<file path="src/rtl/control_sequencer.sv">
`default_nettype none
// ============================================================================
// Module      : control_sequencer
// Description : Hardwired two-byte-fetch control unit driving ALUSystem selects.
// Revision    : 1.0 - initial release
// ============================================================================
module control_sequencer #(
    parameter bit CLEAR_RF_ON_INIT = 1'b1,
    parameter int FLAG_Z_BIT       = 3
) (
    input  logic        Clock,
    input  logic        Reset,
    input  logic [15:0] IR_Q,
    input  logic [3:0]  ALU_Flags,
    output logic [1:0]  RF_OutASel,
    output logic [1:0]  RF_OutBSel,
    output logic [1:0]  RF_FunSel,
    output logic [3:0]  RF_RegSel,
    output logic [3:0]  ALU_FunSel,
    output logic [1:0]  ARF_OutCSel,
    output logic [1:0]  ARF_OutDSel,
    output logic [1:0]  ARF_FunSel,
    output logic [2:0]  ARF_RegSel,
    output logic        IR_LH,
    output logic        IR_Enable,
    output logic [1:0]  IR_Funsel,
    output logic        Mem_WR,
    output logic        Mem_CS,
    output logic [1:0]  MuxASel,
    output logic [1:0]  MuxBSel,
    output logic        MuxCSel,
    output logic [3:0]  Flags_Q,
    output logic [2:0]  SeqState,
    output logic        Halted
);

    typedef enum logic [2:0] {
        S_INIT    = 3'd0,
        S_FETCH_L = 3'd1,
        S_FETCH_H = 3'd2,
        S_EXEC1   = 3'd3,
        S_EXEC2   = 3'd4,
        S_HALT    = 3'd7
    } state_t;

    localparam logic [3:0] c_OP_LDI = 4'h0;
    localparam logic [3:0] c_OP_LDM = 4'h1;
    localparam logic [3:0] c_OP_STM = 4'h2;
    localparam logic [3:0] c_OP_MOV = 4'h3;
    localparam logic [3:0] c_OP_ADD = 4'h4;
    localparam logic [3:0] c_OP_SUB = 4'h5;
    localparam logic [3:0] c_OP_AND = 4'h6;
    localparam logic [3:0] c_OP_OR  = 4'h7;
    localparam logic [3:0] c_OP_XOR = 4'h8;
    localparam logic [3:0] c_OP_INC = 4'h9;
    localparam logic [3:0] c_OP_DEC = 4'hA;
    localparam logic [3:0] c_OP_BRA = 4'hB;
    localparam logic [3:0] c_OP_BEQ = 4'hC;
    localparam logic [3:0] c_OP_BNE = 4'hD;
    localparam logic [3:0] c_OP_HLT = 4'hF;

    state_t      r_state;
    state_t      w_next;
    logic [3:0]  r_flags;
    logic [3:0]  w_op;
    logic [1:0]  w_rd;
    logic [1:0]  w_rs;
    logic [3:0]  w_rd_wr;
    logic        w_is_alu;
    logic        w_z;
    logic        w_take;
    logic        w_unused_imm;

    assign w_op         = IR_Q[15:12];
    assign w_rd         = IR_Q[11:10];
    assign w_rs         = IR_Q[9:8];
    // Active-low write enable for Rd: R1 sits on bit 3, R4 on bit 0.
    assign w_rd_wr      = ~(4'b1000 >> w_rd);
    assign w_is_alu     = (w_op >= c_OP_ADD) && (w_op <= c_OP_XOR);
    assign w_z          = r_flags[FLAG_Z_BIT];
    assign w_take       = (w_op == c_OP_BRA) || ((w_op == c_OP_BEQ) && w_z) ||
                          ((w_op == c_OP_BNE) && !w_z);
    assign w_unused_imm = ^IR_Q[7:0];

    assign Flags_Q  = r_flags;
    assign SeqState = r_state;
    assign Halted   = (r_state == S_HALT);

    always_ff @(posedge Clock or posedge Reset) begin
        if (Reset) begin
            r_state <= S_INIT;
        end else begin
            r_state <= w_next;
        end
    end

    // Only the ALU-op execute cycle may capture flags.
    always_ff @(posedge Clock or posedge Reset) begin
        if (Reset) begin
            r_flags <= 4'b0000;
        end else if ((r_state == S_EXEC1) && w_is_alu) begin
            r_flags <= ALU_Flags;
        end
    end

    always_comb begin
        w_next      = S_INIT;
        RF_OutASel  = 2'b00;
        RF_OutBSel  = 2'b00;
        RF_FunSel   = 2'b00;
        RF_RegSel   = 4'b1111;
        ALU_FunSel  = 4'b0000;
        ARF_OutCSel = 2'b00;
        ARF_OutDSel = 2'b00;
        ARF_FunSel  = 2'b00;
        ARF_RegSel  = 3'b111;
        IR_LH       = 1'b0;
        IR_Enable   = 1'b0;
        IR_Funsel   = 2'b10;
        Mem_WR      = 1'b0;
        Mem_CS      = 1'b1;
        MuxASel     = 2'b00;
        MuxBSel     = 2'b00;
        MuxCSel     = 1'b0;

        case (r_state)
            S_INIT: begin
                ARF_FunSel = 2'b11;
                ARF_RegSel = 3'b000;
                if (CLEAR_RF_ON_INIT) begin
                    RF_FunSel = 2'b11;
                    RF_RegSel = 4'b0000;
                end
                w_next = S_FETCH_L;
            end
            S_FETCH_L, S_FETCH_H: begin
                ARF_OutDSel = 2'b00;
                Mem_CS      = 1'b0;
                IR_Enable   = 1'b1;
                IR_LH       = (r_state == S_FETCH_H);
                ARF_FunSel  = 2'b01;
                ARF_RegSel  = 3'b011;
                w_next      = (r_state == S_FETCH_L) ? S_FETCH_H : S_EXEC1;
            end
            S_EXEC1: begin
                w_next = S_FETCH_L;
                if (w_op <= c_OP_DEC) begin
                    RF_OutASel = w_rd;
                    RF_OutBSel = w_rs;
                end
                case (w_op)
                    c_OP_LDI: begin
                        MuxASel   = 2'b00;
                        RF_FunSel = 2'b10;
                        RF_RegSel = w_rd_wr;
                    end
                    c_OP_LDM, c_OP_STM: begin
                        MuxBSel    = 2'b01;
                        ARF_FunSel = 2'b10;
                        ARF_RegSel = 3'b101;
                        w_next     = S_EXEC2;
                    end
                    c_OP_MOV: begin
                        RF_OutASel = w_rs;
                        MuxCSel    = 1'b1;
                        ALU_FunSel = 4'b0000;
                        MuxASel    = 2'b11;
                        RF_FunSel  = 2'b10;
                        RF_RegSel  = w_rd_wr;
                    end
                    c_OP_ADD, c_OP_SUB, c_OP_AND, c_OP_OR, c_OP_XOR: begin
                        MuxCSel   = 1'b1;
                        MuxASel   = 2'b11;
                        RF_FunSel = 2'b10;
                        RF_RegSel = w_rd_wr;
                        case (w_op)
                            c_OP_ADD: ALU_FunSel = 4'b0100;
                            c_OP_SUB: ALU_FunSel = 4'b0110;
                            c_OP_AND: ALU_FunSel = 4'b0111;
                            c_OP_OR:  ALU_FunSel = 4'b1000;
                            default:  ALU_FunSel = 4'b1001;
                        endcase
                    end
                    c_OP_INC, c_OP_DEC: begin
                        RF_FunSel = (w_op == c_OP_INC) ? 2'b01 : 2'b00;
                        RF_RegSel = w_rd_wr;
                    end
                    c_OP_BRA, c_OP_BEQ, c_OP_BNE: begin
                        if (w_take) begin
                            MuxBSel    = 2'b01;
                            ARF_FunSel = 2'b10;
                            ARF_RegSel = 3'b011;
                        end
                    end
                    c_OP_HLT: w_next = S_HALT;
                    default: ;
                endcase
            end
            S_EXEC2: begin
                w_next = S_FETCH_L;
                if (w_op == c_OP_LDM) begin
                    ARF_OutDSel = 2'b10;
                    Mem_CS      = 1'b0;
                    MuxASel     = 2'b01;
                    RF_FunSel   = 2'b10;
                    RF_RegSel   = w_rd_wr;
                end else if (w_op == c_OP_STM) begin
                    ARF_OutDSel = 2'b10;
                    RF_OutASel  = w_rd;
                    MuxCSel     = 1'b1;
                    ALU_FunSel  = 4'b0000;
                    Mem_CS      = 1'b0;
                    Mem_WR      = 1'b1;
                end
            end
            S_HALT: w_next = S_HALT;
            default: w_next = S_INIT;
        endcase
    end

endmodule
`default_nettype wire
</file>
<file path="config.mk">
export PLATFORM = sky130hd
export DESIGN_NAME = control_sequencer
export DESIGN_NICKNAME = d
export VERILOG_FILES = /design/src/rtl/control_sequencer.sv
export SDC_FILE = /design/constraint.sdc
export NUM_CORES = 1
export LEC_CHECK = 0
export CORE_MARGIN = 2
export CORE_UTILIZATION = 38
export DETAILED_ROUTE_END_ITERATION = 6
export GPL_ROUTABILITY_DRIVEN = 1
export HOLD_SLACK_MARGIN = 0.08
export PLACE_DENSITY = 0.87
export RECOVER_POWER = 50
export SETUP_SLACK_MARGIN = 0.3
export SYNTH_ARGS = -nofsm -noshare
export SYNTH_HDL_FRONTEND = slang
export SYNTH_SLANG_ARGS = --single-unit
</file>
<file path="constraint.sdc">
create_clock -name Clock -period 3.6 [get_ports Clock]
set_clock_uncertainty 0.1 [all_clocks]
set_input_delay 0.54 -clock Clock [delete_from_list [all_inputs] [get_ports Clock]]
set_output_delay 0.54 -clock Clock [all_outputs]
set_load 0.02 [all_outputs]
</file>
==> Word level (Yosys, flattened, before mapping) <==
Cells that the tools add are included.
{ "classes": {"eq_ne": 19, "n_lt_le_gt_ge": 3, "n_bitwise": 1, "shift": 1, "mux": 45, "n_reduce_logical": 18} }
{ "op_table": {"columns": ["cell", "count"], "rows": [
  ["4-bit equality test, second input constant", 7],
  ["2-bit two-way mux", 12],
  ["4-bit by 3-bit equality test with 1-bit output, second input constant", 4],
  ["4-bit two-way mux", 4],
  ["2-bit one-hot mux with 2 select lines", 4],
  ["4-bit one-hot mux with 4 select lines", 1],
  ["1-bit two-way mux", 13],
  ["2-bit one-hot mux with 3 select lines", 2],
  ["3-bit one-hot mux with 2 select lines", 2],
  ["3-bit one-hot mux with 4 select lines", 1],
  ["4-bit one-hot mux with 3 select lines", 1],
  ["3-bit one-hot mux with 3 select lines", 1],
  ["9-bit OR reduction", 1],
  ["4-bit by 2-bit equality test with 1-bit output, second input constant", 2],
  ["4-bit less-or-equal comparator, second input constant", 2],
  ["2-bit OR reduction", 4],
  ["7-bit OR reduction", 1],
  ["3-bit by 2-bit equality test with 1-bit output, second input constant", 2],
  ["3-bit equality test, second input constant", 2],
  ["1-bit one-hot mux with 2 select lines", 3],
  ["6-bit OR reduction", 1],
  ["5-bit OR reduction", 1],
  ["4-bit by 1-bit equality test with 1-bit output, second input constant", 1],
  ["4-bit by 3-bit >= comparator with 1-bit output, second input constant", 1],
  ["other kinds (10)", 14]
]} }
{ "totals": {"word_cells": 89, "output_inout_bits": 42, "register_bits": 7, "input_bits": 22} }

==> Depth between registers and ports, before layout <==
Gate-level depths: netlist of run 1.
{ "depth": {"word_depth": 7, "depth_mapped": 5, "depth_no_buf": 3} }

==> Worst setup path before layout of run 1 <==
No wires, ideal clock.
{ "synth_timing": {"path_kind": "input to output", "startpoint": "in IR_Q[13]", "endpoint": "out RF_FunSel[0]", "t_required_ns": 2.960, "setup_slack_ns": 1.246, "n_path_buf": 2, "arrival_ns": 1.714, "stages": 4, "path_cell_list": "buf_6 -> clkbuf_1 -> nand2b_1 -> o41ai_1"} }
{ "synth_between": {"elab_chain_cells": 4, "word_cells_on_any_way": 14, "cone_classes": "eq/ne: 8; mux: 3; reduce/logical: 3"} }
{ "synth_rtl": {"columns": ["item", "line_no", "text"], "rows": [
  ["from (decl)", "13", "input logic [15:0] IR_Q,"],
  ["4-bit by 3-bit equality test with 1-bit output (tied with other cells)", "151", "case (w_op)"],
  ["7-bit OR reduction (no source line) (tied with other cells)", null, null],
  ["2-bit one-hot mux with 2 select lines *", "151", null],
  ["2-bit one-hot mux with 3 select lines *", "126", "case (r_state)"],
  ["to (decl)", "17", "output logic [1:0] RF_FunSel,"]
]} }
Every way passes the cells marked *; elsewhere a longest branch is shown, timed or not.

==> Final worst setup path of run 1 <==
{ "layout_timing": {"startpoint": "in IR_Q[15]", "endpoint": "out RF_RegSel[3]"} }
{ "layout_between": {"elab_chain_cells": 4, "word_cells_on_any_way": 14, "cone_classes": "eq/ne: 9; mux: 3; reduce/logical: 2"} }
{ "layout_rtl": {"columns": ["item", "line_no", "text"], "rows": [
  ["4-bit equality test (tied with other cells)", "151", null],
  ["9-bit OR reduction (no source line)", null, null],
  ["4-bit two-way mux", "151", null],
  ["4-bit one-hot mux with 3 select lines *", "126", null],
  ["to (decl)", "18", "output logic [3:0] RF_RegSel,"]
]} }
Marked as above.

==> results of run 1 <==
placed cells by master, fill, tap and decap left out, types with 2 or more instances in the layout:
cell type / synthesis / layout
sky130_fd_sc_hd__a21oi_1: 9 / 9
sky130_fd_sc_hd__o211ai_1: 2 / 2
sky130_fd_sc_hd__o22ai_1: 7 / 7
sky130_fd_sc_hd__buf_4: 9 / 4
sky130_fd_sc_hd__o21a_1: 3 / 3
sky130_fd_sc_hd__nor3_1: 2 / 2
sky130_fd_sc_hd__clkbuf_4: 0 / 3
sky130_fd_sc_hd__and2_1: 3 / 3
sky130_fd_sc_hd__nand2b_1: 4 / 4
sky130_fd_sc_hd__nand3_1: 3 / 3
sky130_fd_sc_hd__conb_1: 2 / 6
sky130_fd_sc_hd__nand2_1: 8 / 8
sky130_fd_sc_hd__dlygate4sd3_1: 0 / 13
sky130_fd_sc_hd__mux2_2: 2 / 2
sky130_fd_sc_hd__inv_1: 3 / 3
sky130_fd_sc_hd__nor2_1: 10 / 10
sky130_fd_sc_hd__dfrtp_1: 7 / 7
sky130_fd_sc_hd__o21ai_0: 1 / 2
sky130_fd_sc_hd__xnor2_1: 2 / 2
sky130_fd_sc_hd__dlymetal6s2s_1: 0 / 7
sky130_fd_sc_hd__nand3b_1: 3 / 3
sky130_fd_sc_hd__clkdlybuf4s50_1: 0 / 29
sky130_fd_sc_hd__a31oi_1: 3 / 3
sky130_fd_sc_hd__nand4_1: 4 / 4
sky130_fd_sc_hd__mux2_1: 2 / 2
kinds of logic after synthesis:
| family | synth area share [%] |
|---|---|
| xor+xnor | 2.897 |
| simple gates | 30.90 |
| mux | 4.965 |
| buf+inv | 13.38 |
| flops | 19.31 |
| other cells | 0.8279 |
| compound gates | 27.72 |
final cells by class:
cell class	instances	area share, %
repair buffers	53	37.52
inverters	3	0.7853
flip-flops and latches	7	12.22
well taps	28	2.443
clock buffers	4	1.832
multi-input cells	95	45.20
what timing repair did:
item                       4_1_cts  5_1_grt
resized for setup                1        9
pin swaps                        0        0
buffers inserted                 0        0
setup endpoints to repair        1       11
synth_stat cells:
master	count
sky130_fd_sc_hd__nor3b_1	1
sky130_fd_sc_hd__nand2b_1	4
sky130_fd_sc_hd__nand2_1	8
sky130_fd_sc_hd__and3_1	1
sky130_fd_sc_hd__o22ai_1	7
sky130_fd_sc_hd__buf_6	1
sky130_fd_sc_hd__o2bb2ai_1	1
sky130_fd_sc_hd__buf_2	4
sky130_fd_sc_hd__o21ai_1	1
sky130_fd_sc_hd__nand3b_1	3
sky130_fd_sc_hd__dfrtp_1	7
sky130_fd_sc_hd__a31o_2	1
sky130_fd_sc_hd__a31oi_1	3
sky130_fd_sc_hd__o21a_1	3
sky130_fd_sc_hd__a22oi_1	1
sky130_fd_sc_hd__o41ai_1	1
sky130_fd_sc_hd__nor3b_2	1
sky130_fd_sc_hd__nand3_1	3
sky130_fd_sc_hd__a21oi_1	9
sky130_fd_sc_hd__and3b_1	1
sky130_fd_sc_hd__o21bai_1	1
sky130_fd_sc_hd__xnor2_1	2
sky130_fd_sc_hd__nor4b_2	1
sky130_fd_sc_hd__a221oi_2	1
sky130_fd_sc_hd__a211oi_2	1
sky130_fd_sc_hd__buf_4	9
sky130_fd_sc_hd__and2_1	3
sky130_fd_sc_hd__xor2_1	1
sky130_fd_sc_hd__o21ai_0	1
sky130_fd_sc_hd__mux2_1	2
sky130_fd_sc_hd__or4b_1	1
sky130_fd_sc_hd__or3_1	1
sky130_fd_sc_hd__o221ai_1	1
sky130_fd_sc_hd__conb_1	2
sky130_fd_sc_hd__nor2_1	10
sky130_fd_sc_hd__o211ai_1	2
sky130_fd_sc_hd__nand4_1	4
sky130_fd_sc_hd__a21o_1	1
sky130_fd_sc_hd__a2111o_1	1
sky130_fd_sc_hd__inv_1	3
sky130_fd_sc_hd__nor4b_4	1
sky130_fd_sc_hd__nor2b_1	1
sky130_fd_sc_hd__mux2_2	2
sky130_fd_sc_hd__nor3_1	2
sky130_fd_sc_hd__clkbuf_1	3
layer usage:
metal | track usage [%] | routed length (um)
met5 | 0 | 0
met4 | 2.991 | 0
met3 | 4.237 | 251
met2 | 35.42 | 1368
met1 | 25.78 | 1105
through the flow:
step | cell area [um2] | std cells | utilization [%] | hold WS, ns | setup slack [ns]
floorplan | 922.1 | 122 | - | 0.2434 | 1.246
global placement | 1368 | 186 | 61.23 | 0.3785 | 0.3233
detailed placement | 1368 | 186 | 61.23 | 0.3946 | 0.2902
CTS | 1398 | 190 | 62.58 | 0.4176 | 0.3000
global route | 1434 | 190 | 64.20 | 0.4250 | 0.1910
finish | 1434 | 190 | 64.20 | 0.4055 | 0.2737
power by group through the flow:
| stage | clock, mW | sequential [mW] | combinational (mW) |
|---|---|---|---|
| floorplan | 0 | 0.183 | 0.472 |
| global placement | 0 | 0.168 | 0.848 |
| detailed placement | 0 | 0.173 | 0.859 |
| CTS | 0.0714 | 0.175 | 0.866 |
| global route | 0.0772 | 0.182 | 0.893 |
| finish | 0.0698 | 0.173 | 0.843 |
worst paths after layout:
check,endpoint,slack [ns],cells after the start
max in group asynchronous,Flags_Q[2],2.64,2
max,RF_RegSel[3],0.27,5
min in group asynchronous,Flags_Q[0],0.56,2
min reg2reg,Flags_Q[2],0.41,1
min,Flags_Q[2],0.41,1
max reg2reg,Flags_Q[0],1.86,3
sequential cells by signal (all words and copies together), names as in the netlist:
name / cells
SeqState: 3
Flags_Q: 4
worst reg2reg max path, cell delays in order (launching register included):
cell and delay, ns:
sky130_fd_sc_hd__dfrtp_1 0.57, sky130_fd_sc_hd__and3b_1 0.28, sky130_fd_sc_hd__o21ai_0 0.26, sky130_fd_sc_hd__mux2_2 0.41
==> metrics list, run 1 <==
* Status: complete, no violations
* Total Power: 1.085 mW
- The root buffer cell chosen for the clock tree is sky130_fd_sc_hd__clkbuf_4.
* Yosys warns: 0
- Setup repair after global routing could not meet its margin everywhere.
* Total via count in the routed design: 1,070
* Clock tree buffer depth: 2
- For this run, design rule violations remaining after detail routing come to 0.
- Global routing consumed, over all layers together, 20.20% of the routing resources.
- Routed Antenna Nets: 0
- The number of antenna diodes in the final layout is 0.
- Using the TritonRoute via totals, the vias-per-cell ratio works out to 5.632.
- The number of pins exceeding their max-slew limit in the final report was 0.
- Number of clock buffers inserted by TritonCTS: 3
- Crit share post-route: 92.40%
* Count of final hold-check violations: 0
* Worst-path cell chain: dlygate4sd3_1 -> or4b_4 -> a211oi_2 -> o22ai_1 -> clkdlybuf4s50_1
* Post-synthesis register bit count: 7
- Dividing total power by cell area gives a power density of 757.0 nW/um2.
- In this run the number of H-tree levels came out at 1.
- Skew-Pair Late Insertion Delay: 0.24 ns
* Library cell with the largest summed area after synthesis: sky130_fd_sc_hd__dfrtp_1
- I/O pin total: 64
* Crit-path leading delay family: buffers and inverters
* Pin count of the biggest net entering global routing: 15
- STA classifies the critical path startpoint as an input pin.
- TritonCTS built the clock tree.
- Internal power: 540.7 uW
- Initial antenna violation count: 0
- After the first detailed-routing iteration, the DRC count stood at 19.
* Highest Clock Rate: 300.6 MHz
* Overall die height: 52.86 um
- In this run the tool buffered the top-level ports with 49 buffer cells.
- Maximum resistive drop on vdd: 0.0005724 V
- Min cycle time layout: 3.326 ns
- Across the whole layout, storage elements account for 175.2 um2.
- Cell types with the largest area share after synthesis: sky130_fd_sc_hd__dfrtp_1 19%, sky130_fd_sc_hd__buf_4 7.4%, sky130_fd_sc_hd__a21oi_1 5.0%, sky130_fd_sc_hd__o22ai_1 4.8%, sky130_fd_sc_hd__nor2_1 4.1%
* Combinational share of power: 77.6%
- Critical Path Sink Type: output pin
* Crit path launch: IR_Q[15]
* Core area: 2233 um2
- The floorplan step defined a die boundary enclosing 2794 um2.
- The clock drives 7 sinks.
- Final routed wirelength across all metal layers: 2726 um
- Relative max-transition margin: 59.22%
* Initial standard-cell utilization of the core: 40.62%
* Transition time at the pin with the least slew margin: 0.6052 ns
- Syn Area/Cell: 7.687 um2
- Clock edge transition at the registers on the reported setup and hold paths: 0.05 ns
- Across the run, the number of max-cap violations was 0.
- Final setup vio count: 0
* Net switching power figure: 544.7 uW
- Area of combinational cells with multiple inputs: 648.1 um2
- Peak per-stage delay on the critical path: 0.64 ns
- Type of the worst setup path: input pin to output pin
* Area share of the leading cell type in the synthesized netlist: 19.31%
* Proportion of layout cells with a drive suffix above 1: 10.49%
- After legalization and detailed placement, the total HPWL measured 2145 um.
- The synthesized netlist contains 45 unique library cells.
* Net count reported at finish: 185
- Among all stages on the critical path, the largest delay is contributed by sky130_fd_sc_hd__dlygate4sd3_1.
- Required time worst endpoint: 2.96 ns
* Cell area after synthesis: 907.1 um2
- Global routing finished with a remaining overflow of 0.
* Switching part of the total: 50.18%
- Number of iterations in the first detailed-routing pass: 4
- In this run the most critical hold path is launched from Flags_Q[2].
* Post-synthesis sequential area ratio: 19.31%
- Standard-cell rows: 17
- Die outline width: 52.86 um
- Fill cell total of the finished layout: 205
* Average routed wire per standard cell: 14.35 um
- Reg-to-reg critical path startpoint: SeqState[2]
- Area growth from synthesis to layout: 58.07%
* Worst EP arrival: 2.69 ns
- Of all nets on the critical path, the largest fanout is 7.
- The analysis attributes to cell leakage a power of 0.6263 nW.
- The first global-routing pass estimated 4353 um of wire.
* Synthesized netlist cell count: 118
* Vias in the first global route: 960
* Hold crit path type: flip-flop to flip-flop
- Per report_power, the clock group accounts for 6.4% of the total.
- The number of buffers and inverters on the critical path is 2.
- Buffers inserted to repair hold after CTS numbered 0.
- Sequential cells account for 15.9% of the total power.
- Total negative setup slack: 0 ns
- Final weighted congestion in routability-driven placement: 0.8680
Power figures use the tool's default switching activity.
==> run 2: changes to the inputs <==
--- a/config.mk
+++ b/config.mk
@@ -7,6 +7,7 @@
 export LEC_CHECK = 0
 export CORE_MARGIN = 2
 export CORE_UTILIZATION = 38
+export CTS_CLUSTER_SIZE = 24
 export DETAILED_ROUTE_END_ITERATION = 6
 export GPL_ROUTABILITY_DRIVEN = 1
 export HOLD_SLACK_MARGIN = 0.08
==> constraint.sdc (replaced) <==
create_clock -name Clock -period 3.6 [get_ports Clock]
set_clock_uncertainty 0.1 [all_clocks]
set_input_delay 0.72 -clock Clock [delete_from_list [all_inputs] [get_ports Clock]]
set_output_delay 0.72 -clock Clock [all_outputs]
set_load 0.02 [all_outputs]
==> run 2 against run 1 <==
Against the previous run: fmax grew 0.74%; flip-flop and latch count is the same; final cell count grew 3.2%; hold slack gained 0.0023 ns; critical path depth grew 2; via count shrank 0.65%; sequential power is essentially flat; non-clock buffer count grew 6.
==> metrics list, run 2 (synthesis gave the netlist of run 1 again) <==
- The number of pins exceeding their max-slew limit in the final report was 0.
* Net count reported at finish: 191
- The min-delay analysis places its worst path in the category flip-flop to flip-flop.
* Maximum resistive drop on vdd: 0.0006731 V
- Overall die height: 52.86 um
- The first TritonRoute pass finished after 4 iterations.
* Hold Slack: 0.4078 ns
- Crit path buf inv count: 4
* Worst EP arrival: 2.48 ns
- In this run the number of H-tree levels came out at 1.
* Routed Antenna Nets: 0
* Standard-cell rows: 17
* All-Layer GR Usage: 20.81%
- After detailed routing, the total wire length is 2781 um.
- The routed design could run at a clock period as short as 3.302 ns.
- The flow ran to the end, and the final reports show no timing, DRC or antenna violations.
- Entering global routing, the biggest net connects 15 pins.
- I/O pin total: 64
- The repair_antennas step left the layout with diodes totalling 0.
* Critical Path Fanout Max: 11
- Crit path max-delay cell type: sky130_fd_sc_hd__dlygate4sd3_1
* Clock tree root driver cell: sky130_fd_sc_hd__clkbuf_4
- Starting DRC count in detailed routing: 29
- The worst setup path is of the input pin to output pin kind.
- The congestion estimate from routability-driven global placement came to 0.8615.
- Hpwl dp: 2246 um
- Proportion of layout cells with a drive suffix above 1: 17.26%
* Required time worst endpoint: 2.78 ns
- Worst-path cell chain: dlygate4sd3_1 -> buf_4 -> xor2_1 -> buf_4 -> a221oi_4 -> o22ai_1 -> clkbuf_2
- Once the floorplan was initialized, standard cells occupied 40.62% of the core.
* Terminus of the critical flop-to-flop path: Flags_Q[2]
- Core area: 2233 um2
* Port bufs: 49
* Final setup vio count: 0
* Total Die Area: 2794 um2
- R2r setup slk: 1.83 ns
* Peak per-stage delay on the critical path: 0.59 ns
- Count of final hold-check violations: 0
- Cells on Worst Hold Path: 1
- The floorplan step set the die width to 52.86 um.
- Setup bufs post-CTS: 0
- Most frequent cells in the layout: 17 x sky130_fd_sc_hd__dlygate4sd2_1, 13 x sky130_fd_sc_hd__dlygate4sd3_1, 12 x sky130_fd_sc_hd__clkdlybuf4s50_1
- TritonCTS created 3 clock buffers.
* Critical path launch point type: input pin
- After detailed routing, the average wire length per cell comes to 14.19 um.
- Most common cell after layout, fill and taps aside: sky130_fd_sc_hd__dlygate4sd2_1
- Total via count in the routed design: 1,063
- Final global-route overflow total: 0
- For hold timing, the worst endpoint is Flags_Q[0].
- Critical Path Sink Type: output pin
- Grouping stages by cell kind, the critical path spends the most delay in buffers and inverters.
- The number of antenna violations at the first check in global routing is 0.
* Unrepaired setup endpoints after global routing: false
* Total negative setup slack: 0 ns
- Depth of the worst register-to-register path: 3
- Headroom to the max-slew limit came out at 58.66%.
* Reg-to-reg critical path startpoint: SeqState[2]
* Max reg flops: 4
* Area growth from synthesis to layout: 56.14%
* Pwr Density: 721.0 nW/um2
- In this run the static leakage power is 0.6412 nW.
- Origin of the worst min-delay path: Flags_Q[0]
* TritonCTS clock tree: built
* Highest Clock Rate: 302.9 MHz
- Counting stages on the worst path, the most repeated cell is sky130_fd_sc_hd__buf_4.
- Skew-Pair Late Insertion Delay: 0.25 ns
- Crit share post-route: 91.72%
* Number of sinks handled by clock tree synthesis: 7
* Transition time at the pin with the least slew margin: 0.6136 ns
- Clock edge transition at the registers on the reported setup and hold paths: 0.05 ns
* Detailed-route DRC error count: 0
- Max-capacitance violation count: 0
- The first global-routing pass estimated 4319 um of wire.
* Vias in the first global route: 956
* Via-per-instance ratio: 5.423
* Clock tree buffer depth: 2
run 2: how the worst max path moves through the flow:
stage | from | endpoint | cells past startpoint
final | IR_Q[12] | RF_RegSel[0] | 7
after floorplan | IR_Q[13] | RF_FunSel[0] | 4
after global routing | IR_Q[12] | RF_RegSel[0] | 7
after CTS | IR_Q[12] | RF_RegSel[0] | 7
after detailed placement | IR_Q[12] | RF_RegSel[0] | 7
after global placement | IR_Q[12] | RF_RegSel[3] | 5
run 2: per-stage QoR:
stage	util (%)	power, mW	std cells	setup WS, ns	instance area [um2]
3_5_place_dp	63.25	1.049	192	0.01355	1413
2_1_floorplan	-	0.6546	122	0.8860	922.1
5_1_grt	63.42	1.094	196	0.2291	1416
6_report	63.42	1.021	196	0.2981	1416
4_1_cts	63.92	1.064	196	0.2761	1428
3_3_place_gp	63.25	1.030	192	0.07063	1413
run 2: power by group:
group	total, mW	internal [mW]	switching [mW]
Sequential	0.171	0.116	0.0553
Combinational	0.780	0.319	0.460
Clock	0.0706	0.0423	0.0283
Total	1.02	0.477	0.544
run 2: layout make-up:
| class | instances | area (um2) |
|---|---|---|
| fillers | 216 | 817.0 |
| clock buffers | 4 | 26.28 |
| repair buffers | 59 | 516.7 |
| multi-input cells | 95 | 651.9 |
| inverters | 3 | 11.26 |
| flip-flops and latches | 7 | 175.2 |
| well taps | 28 | 35.03 |
run 2: per-layer routing:
layer	up-vias	track usage, %	share of wire (%)
met2	54	35.83	49
li1	521	-	-
met3	4	3.672	8.1
met1	484	24.96	41
met4	0	9.402	1.2
met5	-	0	0
run 2: repair_timing:
action,CTS,global route
hold buffers,0,0
resized for setup,26,15
endpoints found under the setup margin,24,8
endpoints found under the hold margin,0,0
==> run 3: changes to the inputs <==
--- a/config.mk
+++ b/config.mk
@@ -10,9 +10,9 @@
 export CTS_CLUSTER_SIZE = 24
 export DETAILED_ROUTE_END_ITERATION = 6
 export GPL_ROUTABILITY_DRIVEN = 1
-export HOLD_SLACK_MARGIN = 0.08
 export PLACE_DENSITY = 0.87
 export RECOVER_POWER = 50
+export REMOVE_ABC_BUFFERS = 1
 export SETUP_SLACK_MARGIN = 0.3
 export SYNTH_ARGS = -nofsm -noshare
 export SYNTH_HDL_FRONTEND = slang
==> run 3 against run 2 <==
Against the previous run: non-clock buffer count rose by 5; cell area up 3.8%; clock power shrank 3.3%; sequential power about the same; via count grew 3.1%; hold slack worse by 0.0037 ns; critical path depth decreased by 1; register-to-register slack better by 0.03 ns; highest routed layer unchanged; routed wire length increased by 1.6%.
==> metrics list, run 3 (synthesis gave the netlist of run 1 again) <==
- Entering global routing, the biggest net connects 15 pins.
* Global-route wire length before repair: 4526 um
- In the routed layout, each cell is associated on average with a via count of 5.453.
* Core area: 2233 um2
- Number of iterations in the first detailed-routing pass: 4
- The clock passes through at most 2 buffers.
- Relative to the synthesized area, the layout overhead comes to 62.07%.
* Number of clock buffers inserted by TritonCTS: 3
* Detailed-route DRC error count: 0
* Total Die Area: 2794 um2
- Critical Path Fanout Max: 7
* Port bufs: 49
- Once the floorplan was initialized, standard cells occupied 40.62% of the core.
- The repair_antennas step left the layout with diodes totalling 0.
- Overall die height: 52.86 um
- Initial antenna violation count: 0
- Per report_power, the combinational group accounts for 76.8% of the total.
- The run finished with clean final reports.
- Summed over all layers, the routed wires come to 2825 um.
- Pwr Density: 705.6 nW/um2
- Fill cell total of the finished layout: 202
* Critical path launch point type: input pin
* Post-CTS Hold Buffers: 0
- Static leakage: 0.6803 nW
* Starting DRC count in detailed routing: 28
- After detailed routing, the average wire length per cell comes to 14.05 um.
- Final global-route overflow total: 0
- Final cell utilization of the core: 65.83%
* Final Max Slew Viols: 0
- Of the available clock period, the critical path in the final layout requires 95.02%.
* Total Power: 1.037 mW
- Count of final hold-check violations: 0
- Per report_power, the clock group accounts for 6.6% of the total.
* Clock edge transition at the registers on the reported setup and hold paths: 0.05 ns
* Max-capacitance violation count: 0
- Global routing used 21.48% of the available tracks.
- Max reg flops: 4
- Htree depth: 1
* TritonCTS clock tree: built
* I/O pin total: 64
- Switching part of the total: 52.45%
* Highest Clock Rate: 292.3 MHz
- Required time worst endpoint: 2.78 ns
- Maximum resistive drop on vdd: 0.0005943 V
- The library cell used most frequently in the layout, excluding fill and tap cells, is sky130_fd_sc_hd__dlygate4sd2_1.
- For the pin with the worst max-slew slack, the measured transition is 0.5567 ns.
- STA classifies the critical path endpoint as an output pin.
- Min cycle time layout: 3.421 ns
* Standard-cell rows: 17
- The worst hold path belongs to the class flip-flop to flip-flop.
- Sequential cells burn 16.6% of the power.
- Skew-Pair Late Insertion Delay: 0.24 ns
- Net switching power figure: 544.1 uW
- Measured against its own limit, the worst slew margin works out to 62.50%.
- The top cell types in the final layout, fill and taps aside, are 15 x sky130_fd_sc_hd__dlygate4sd2_1, 14 x sky130_fd_sc_hd__buf_4, 13 x sky130_fd_sc_hd__clkdlybuf4s50_1, 13 x sky130_fd_sc_hd__dlygate4sd3_1, 10 x sky130_fd_sc_hd__nor2_1.
- Type of the worst setup path: input pin to output pin
- Hpwl dp: 2142 um
* Final setup vio count: 0
- Worst EP arrival: 2.60 ns
- The detail route stage leaves a number of antenna-violating nets equal to 0.
- Unrepaired setup endpoints after global routing: true
* Clock tree root driver cell: sky130_fd_sc_hd__clkbuf_4
- For the final routed database, the setup TNS stands at 0 ns.
- Vias in the first global route: 1,066
- Net count reported at finish: 196
- Final weighted congestion in routability-driven placement: 0.8139
* Die outline width: 52.86 um
* Proportion of layout cells with a drive suffix above 1: 19.65%
- Number of sinks handled by clock tree synthesis: 7
- Summing over every cut layer, the via total after detailed routing is 1,096.
* Internal power: 493.2 uW
## run 3: cell count changes in the layout (fill, tap and decap cells not counted)
cell / previous run / this run
sky130_fd_sc_hd__a21oi_1: 9 / 8
sky130_fd_sc_hd__a21oi_2: 0 / 1
sky130_fd_sc_hd__buf_4: 10 / 14
sky130_fd_sc_hd__clkbuf_2: 6 / 5
sky130_fd_sc_hd__clkbuf_4: 3 / 4
sky130_fd_sc_hd__clkdlybuf4s50_1: 12 / 13
sky130_fd_sc_hd__dlygate4sd2_1: 17 / 15
sky130_fd_sc_hd__dlymetal6s2s_1: 1 / 3
## run 3: final timing paths
path / startpoint / cells after the start / slack [ns] / to
worst max-delay path: IR_Q[13] / 6 / 0.18 / MuxASel[1]
worst min-delay path: Flags_Q[2] / 1 / 0.40 / Flags_Q[2]
worst max register to register: SeqState[2] / 3 / 1.86 / Flags_Q[2]
worst min register to register: Flags_Q[2] / 1 / 0.40 / Flags_Q[2]
max in group asynchronous: Reset / 2 / 2.45 / SeqState[1]
min in group asynchronous: Reset / 2 / 0.75 / Flags_Q[2]
## run 3: timing repair
| action | in CTS | in global routing |
|---|---|---|
| resized for setup | 23 | 16 |
| pin swaps | 0 | 1 |
| setup buffers | 0 | 1 |
| setup endpoints to repair | 22 | 10 |
## run 3: power by group through the flow
stage / logic [mW] / clock network (mW) / registers (mW)
finish: 0.797 / 0.0683 / 0.172
global route: 0.851 / 0.0790 / 0.180
CTS: 0.825 / 0.0716 / 0.173
detailed placement: 0.877 / 0 / 0.173
global placement: 0.864 / 0 / 0.168
floorplan: 0.415 / 0 / 0.209
## run 3: metal layers
metal / track usage (%) / vias to the layer above / wire [um] / part of all wire, %
met2: 40.00 / 49 / 1498 / 53
met1: 24.17 / 509 / 1120 / 40
met3: 3.107 / 2 / 190 / 6.7
li1: - / 536 / - / -
met5: 0 / - / 0 / 0
met4: 8.547 / 0 / 15 / 0.53
## run 3: cell type report
| class | instances | area [um2] | area share, % |
|---|---|---|---|
| Tap cell | 28 | 35.03 | 2.383 |
| Multi-Input combinational cell | 95 | 655.6 | 44.60 |
| Clock buffer | 4 | 26.28 | 1.787 |
| Inverter | 3 | 11.26 | 0.7660 |
| Sequential cell | 7 | 175.2 | 11.91 |
| Timing Repair Buffer | 64 | 566.8 | 38.55 |
## run 3: critical path, stage by stage
cell and delay, ns:
sky130_fd_sc_hd__dlygate4sd3_1 0.60, sky130_fd_sc_hd__buf_4 0.19, sky130_fd_sc_hd__a21o_1 0.26, sky130_fd_sc_hd__a21oi_2 0.24, sky130_fd_sc_hd__nor2_1 0.06, sky130_fd_sc_hd__clkdlybuf4s50_1 0.53
## run 3: stage by stage
step | std cells | worst slack [ns] | hold WS (ns) | instance area, um2
6_report | 201 | 0.1794 | 0.4041 | 1470
5_1_grt | 201 | 0.1159 | 0.4224 | 1470
4_1_cts | 200 | 0.1214 | 0.4086 | 1461
3_5_place_dp | 196 | 0.04862 | 0.3939 | 1443
3_3_place_gp | 196 | 0.06831 | 0.3790 | 1443
2_1_floorplan | 105 | 0.9173 | 0.4234 | 812.0
